--- src/rtl/spi_fpga_master_cpha_eq_1_cpol_eq_0.sv ---
// SPI master, CPOL=0 / CPHA=1, MSB first, one full-duplex word per CS-low window.
// SCLK is derived from IN_CLK: every SCLK half-period lasts CLK_DIV system clocks.
module spi_fpga_master_cpha_eq_1_cpol_eq_0 #(
    parameter int PACK_LENGTH       = 8,
    parameter int PACK_LENGTH_LOG_2 = $clog2(PACK_LENGTH),
    parameter int CLK_DIV           = 2
) (
    input  logic                   IN_CLK,
    input  logic                   IN_RESET_N,
    input  logic                   IN_START,
    input  logic [PACK_LENGTH-1:0] IN_TRANSMIT_DATA,
    output logic [PACK_LENGTH-1:0] OUT_RECEIVE_DATA,
    output logic                   OUT_BUSY,
    output logic                   OUT_DONE,
    output logic                   CS,
    output logic                   SCLK,
    output logic                   MOSI,
    input  logic                   MISO
);
    localparam int HCW = (CLK_DIV > 1) ? $clog2(CLK_DIV) : 1;
    localparam int BCW = PACK_LENGTH_LOG_2 + 1;
    localparam logic [HCW-1:0] H_LAST = HCW'(CLK_DIV - 1);
    localparam logic [BCW-1:0] N_LAST = BCW'(PACK_LENGTH - 1);

    typedef enum logic [2:0] {IDLE, SETUP, TRANSFER, HOLD, GAP} state_t;

    state_t                 state_q, state_d;
    logic [HCW-1:0]         hcnt_q, hcnt_d;
    logic [BCW-1:0]         bcnt_q, bcnt_d;
    logic [PACK_LENGTH-1:0] tx_q, tx_d;
    logic [PACK_LENGTH-1:0] rx_q, rx_d;
    logic [PACK_LENGTH-1:0] rdata_q, rdata_d;
    logic                   cs_q, cs_d;
    logic                   sclk_q, sclk_d;
    logic                   mosi_q, mosi_d;
    logic                   busy_q, busy_d;
    logic                   done_q, done_d;
    logic                   half_end;

    assign half_end = (hcnt_q == H_LAST);

    always_ff @(posedge IN_CLK or negedge IN_RESET_N) begin
        if (!IN_RESET_N) begin
            state_q <= IDLE;
            hcnt_q  <= '0;
            bcnt_q  <= '0;
            tx_q    <= '0;
            rx_q    <= '0;
            rdata_q <= '0;
            cs_q    <= 1'b1;
            sclk_q  <= 1'b0;
            mosi_q  <= 1'b0;
            busy_q  <= 1'b0;
            done_q  <= 1'b0;
        end else begin
            state_q <= state_d;
            hcnt_q  <= hcnt_d;
            bcnt_q  <= bcnt_d;
            tx_q    <= tx_d;
            rx_q    <= rx_d;
            rdata_q <= rdata_d;
            cs_q    <= cs_d;
            sclk_q  <= sclk_d;
            mosi_q  <= mosi_d;
            busy_q  <= busy_d;
            done_q  <= done_d;
        end
    end

    always_comb begin
        state_d = state_q;
        hcnt_d  = (state_q == IDLE || half_end) ? '0 : hcnt_q + HCW'(1);
        bcnt_d  = bcnt_q;
        tx_d    = tx_q;
        rx_d    = rx_q;
        rdata_d = rdata_q;
        cs_d    = cs_q;
        sclk_d  = sclk_q;
        mosi_d  = mosi_q;
        busy_d  = busy_q;
        done_d  = 1'b0;
        case (state_q)
            IDLE: begin
                if (IN_START) begin
                    tx_d    = IN_TRANSMIT_DATA;
                    rx_d    = '0;
                    bcnt_d  = '0;
                    cs_d    = 1'b0;
                    busy_d  = 1'b1;
                    state_d = SETUP;
                end
            end
            SETUP: begin
                if (half_end) begin
                    sclk_d  = 1'b1;
                    mosi_d  = tx_q[PACK_LENGTH-1];
                    tx_d    = {tx_q[PACK_LENGTH-2:0], 1'b0};
                    state_d = TRANSFER;
                end
            end
            TRANSFER: begin
                // Falling edge captures MISO; rising edge launches the next MOSI bit.
                if (half_end) begin
                    if (sclk_q) begin
                        sclk_d = 1'b0;
                        rx_d   = {rx_q[PACK_LENGTH-2:0], MISO};
                        bcnt_d = bcnt_q + BCW'(1);
                        if (bcnt_q == N_LAST) state_d = HOLD;
                    end else begin
                        sclk_d = 1'b1;
                        mosi_d = tx_q[PACK_LENGTH-1];
                        tx_d   = {tx_q[PACK_LENGTH-2:0], 1'b0};
                    end
                end
            end
            HOLD: begin
                if (half_end) begin
                    cs_d    = 1'b1;
                    mosi_d  = 1'b0;
                    rdata_d = rx_q;
                    done_d  = 1'b1;
                    state_d = GAP;
                end
            end
            GAP: begin
                if (half_end) begin
                    busy_d  = 1'b0;
                    state_d = IDLE;
                end
            end
            default: state_d = IDLE;
        endcase
    end

    assign OUT_RECEIVE_DATA = rdata_q;
    assign OUT_BUSY         = busy_q;
    assign OUT_DONE         = done_q;
    assign CS               = cs_q;
    assign SCLK             = sclk_q;
    assign MOSI             = mosi_q;
endmodule

--- config.mk ---
export PLATFORM = sky130hd
export DESIGN_NAME = spi_fpga_master_cpha_eq_1_cpol_eq_0
export DESIGN_NICKNAME = d
export VERILOG_FILES = /design/src/rtl/spi_fpga_master_cpha_eq_1_cpol_eq_0.sv
export SDC_FILE = /design/constraint.sdc
export NUM_CORES = 1
export LEC_CHECK = 0
export ABC_AREA = 1
export BUFFER_PORTS_ARGS = -buffer_cell sky130_fd_sc_hd__buf_2
export CAP_MARGIN = 40
export CORE_ASPECT_RATIO = 0.5
export CORE_MARGIN = 2
export CORE_UTILIZATION = 60
export CTS_CLUSTER_DIAMETER = 120
export DETAILED_ROUTE_END_ITERATION = 6
export GPL_ROUTABILITY_DRIVEN = 0
export HOLD_SLACK_MARGIN = 0.05
export PLACE_DENSITY = 0.82
export SLEW_MARGIN = 30
export SYNTH_ARGS = -nofsm -noshare
export SYNTH_HDL_FRONTEND = slang
export SYNTH_SLANG_ARGS = --single-unit
--- constraint.sdc ---
create_clock -name IN_CLK -period 3.8 [get_ports IN_CLK]
set_input_delay 1.14 -clock IN_CLK [delete_from_list [all_inputs] [get_ports IN_CLK]]
set_output_delay 1.14 -clock IN_CLK [all_outputs]
set_load 0.01 [all_outputs]
==> flow_metrics.env <==
export IMPL_worstSetupStartpointType="flip-flop"
export IMPL_fin_util=0.711
export IMPL_hold_viol=0
export IMPL_worst_pin_slew_ns=0.705
export IMPL_critPathTopFamily="flip-flops"
export IMPL_outcome="finished clean"
export IMPL_r2r_end="OUT_RECEIVE_DATA[5]"
export IMPL_min_path_cells=2
export IMPL_clk_path_buf_depth=2
export IMPL_clock_latency_ns=0.29
export IMPL_route_detailed_drc=0
export IMPL_nNetsFinal=269
export IMPL_cp_buffers_inverters=1
export IMPL_period_share=0.548
export IMPL_core_um2=3000
export IMPL_yosys_warnings=0
export IMPL_reg2reg_from="state_q[1]"
export IMPL_yosysSeqAreaShare=0.492
export IMPL_path_max_fanout=2
export IMPL_start_util=0.629
export IMPL_grt_use_total=0.221
export IMPL_rsz0062_at_grt="no"
export IMPL_synth_seq_cells=37
export IMPL_finalSetupViolCount=0
export IMPL_synth_area_um2=1880
export IMPL_worst_r2r_cell_count=5
export IMPL_yosys_top_cells_area="dfrtp_1 (48%), nand2_1 (20%), nand3_1 (4.5%)"
export IMPL_path_cells="buf_2"
export IMPL_syn2layout_area_growth_pct=13.2
export IMPL_final_cells=297
export IMPL_power_density_nw_per_um2=829
export IMPL_clk_pin_slew_ns=0.08
export IMPL_maxCapViolations=0
export IMPL_cts_setup_buffers=0
export IMPL_n_antenna_cell=0
export IMPL_cts_sinks=37
export IMPL_drv_slew=0
export IMPL_finClkSkew_ns=0.00510
export IMPL_hold_path_class="flip-flop to flip-flop"
export IMPL_hp_start="OUT_RECEIVE_DATA[1]"
export IMPL_die_w_um=83.2
export IMPL_synthCells=230
export IMPL_grt_pass1_vias=1400
export IMPL_crit_slowest_cell="dfstp_2"
export IMPL_routed_wl_um=3560
export IMPL_yosys_cell_types_count=26
export IMPL_drtPass1Iterations=4
export IMPL_grt_max_degree=38
export IMPL_fp_dieH_um=43.6
export IMPL_yosysTopAreaCell="dfrtp_1"
export IMPL_vias=1502
export IMPL_layout_drive_gt1_share=0.257
export IMPL_num_rows=14
export IMPL_fin_crit_ns=2.08
export IMPL_max_freq_ghz=0.480
export IMPL_relSlewSlack=0.528
export IMPL_rrSetupSlack_ns=2.08
export IMPL_setup_tns_final_ns=0
export IMPL_critPathRequiredTime_ns=2.66
export IMPL_end_kind="output port"
export IMPL_vias_per_cell=5.06
export IMPL_post_cts_resized=0
export IMPL_vdd_drop_max_mv=0.457
export IMPL_h_tree_depth=2
export IMPL_leakage_nw=1.19
export IMPL_gr_total_overflow=0
export IMPL_syn_num_nets=243
export IMPL_cp_arrival_ns=0.94
export IMPL_startpoint="CS"
export IMPL_crit_type="flip-flop to output port"
export IMPL_portBuffers=24
export IMPL_dp_hpwl_um=2480
export IMPL_io_pins=25
export IMPL_drtAntennaViolNets=0
export IMPL_postCtsHoldBufs=0
export IMPL_cts_tree="built"
export IMPL_grt_pass1_wl_um=6180
export IMPL_dieArea_um2=3630
export IMPL_dp_cells=288
export IMPL_min_to="OUT_RECEIVE_DATA[1]"
export IMPL_antenna_found_initial=0
export IMPL_avgSynthCellArea_um2=8.19
export IMPL_root_buffer="clkbuf_8"
export IMPL_cpPeakStageDelay_ns=0.53
export IMPL_wl_per_cell_um=12.0
export IMPL_cts_buffers=5
export IMPL_netlist_area_leader_share=0.478
export IMPL_drtIter0Drc=179
[worst reg2reg max path: stages (launching register included)]
cell and delay (ns):
dfrtp_1 0.54, nand2_1 0.15, nor3_2 0.56, inv_2 0.20, nand2_1 0.11, nand2_1 0.06
[kinds of logic after synthesis]
family | share of synthesized area
AOI/OAI and AO/OA | 0.0631
xor gates and xnor gates | 0.00465
buffers and inverters | 0.0678
DFF | 0.492
and+or+nand+nor | 0.365
adders and majority gates | 0.00664
[through the flow]
step | hold slack [ns] | worst slack (ns) | instance area [um2] | total power [mW]
3_5_place_dp | 0.453 | 1.72 | 1990 | 1.42
6_report | 0.469 | 1.72 | 2130 | 1.77
3_3_place_gp | 0.448 | 1.75 | 1990 | 1.39
2_1_floorplan | 0.442 | 2.00 | 1880 | 1.31
4_1_cts | 0.473 | 1.71 | 2100 | 1.76
5_1_grt | 0.498 | 1.67 | 2130 | 1.92
[cell type report]
class,instances,area (um2)
tap,40,50.0
clock buffer,6,72.6
multi-input combinational,170,828
timing repair buffer,25,148
clock inverter,2,38.8
fill,225,865
inverter,17,66.3
sequential,37,927
[worst max path at each step]
stage / to / slack, ns / cells after the start
after CTS: CS / 1.71 / 1
after global routing: CS / 1.67 / 1
final: CS / 1.72 / 1
after floorplan: bcnt_q[2] / 2.00 / 8
after detailed placement: bcnt_q[3] / 1.72 / 9
after global placement: bcnt_q[3] / 1.75 / 9
[power breakdown]
group          switching [mW]  internal [mW]
registers               0.103          0.504
clock network           0.143          0.197
logic                   0.558          0.260
total                   0.804          0.961
[synth_stat cells (all sizes together)]
cell and n:
dfrtp 36, o21ai 10, nor2 18, o211ai 1, nand2 112, xor2 1, inv 17, o22ai 2
nor3 2, ha 1, dfstp 1, a21oi 3, or2 2, buf 6, nand3 18
[flip-flops by register name (all words and copies together), names as in the netlist]
register and flops:
OUT_RECEIVE_DATA 8, rx_q 8, tx_q 8, bcnt_q 4, state_q 3, CS 1
MOSI 1, OUT_BUSY 1, OUT_DONE 1, SCLK 1, half_end 1
[layout by cell type, fill, tap and decap left out]
| master | Yosys | layout |
|---|---|---|
| nand2_1 | 102 | 102 |
| dfrtp_1 | 36 | 36 |
| buf_2 | 1 | 24 |
| nand3_1 | 17 | 17 |
| nor2_1 | 15 | 15 |
| inv_1 | 10 | 10 |
| o21ai_2 | 9 | 9 |
| inv_2 | 6 | 6 |
| nand2_4 | 6 | 6 |
| clkbuf_8 | 0 | 5 |
| nand2_2 | 4 | 4 |
| a21oi_1 | 3 | 3 |
| nor2_4 | 3 | 3 |
| o22ai_1 | 2 | 2 |
| or2_2 | 2 | 2 |
| dfstp_2 | 1 | 1 |
| nor3_2 | 1 | 1 |
| inv_4 | 1 | 1 |
| nand3_2 | 1 | 1 |
| o21ai_0 | 1 | 1 |
| o211ai_1 | 1 | 1 |
| nor3_1 | 1 | 1 |
| xor2_1 | 1 | 1 |
| ha_1 | 1 | 1 |
| clkbuf_1 | 0 | 1 |
| clkinv_4 | 0 | 1 |
| bufinv_16 | 0 | 1 |
| buf_16 | 0 | 1 |
[per-layer routing]
metal | GRT usage | vias up | part of all wire
met1 | 0.279 | 695 | 0.46
met3 | 0.0743 | 6 | 0.058
met5 | 0 | - | 0
met2 | 0.365 | 34 | 0.47
met4 | 0.0852 | 0 | 0.012
li1 | - | 767 | -
No activity file was read; power rests on OpenSTA's default activity.
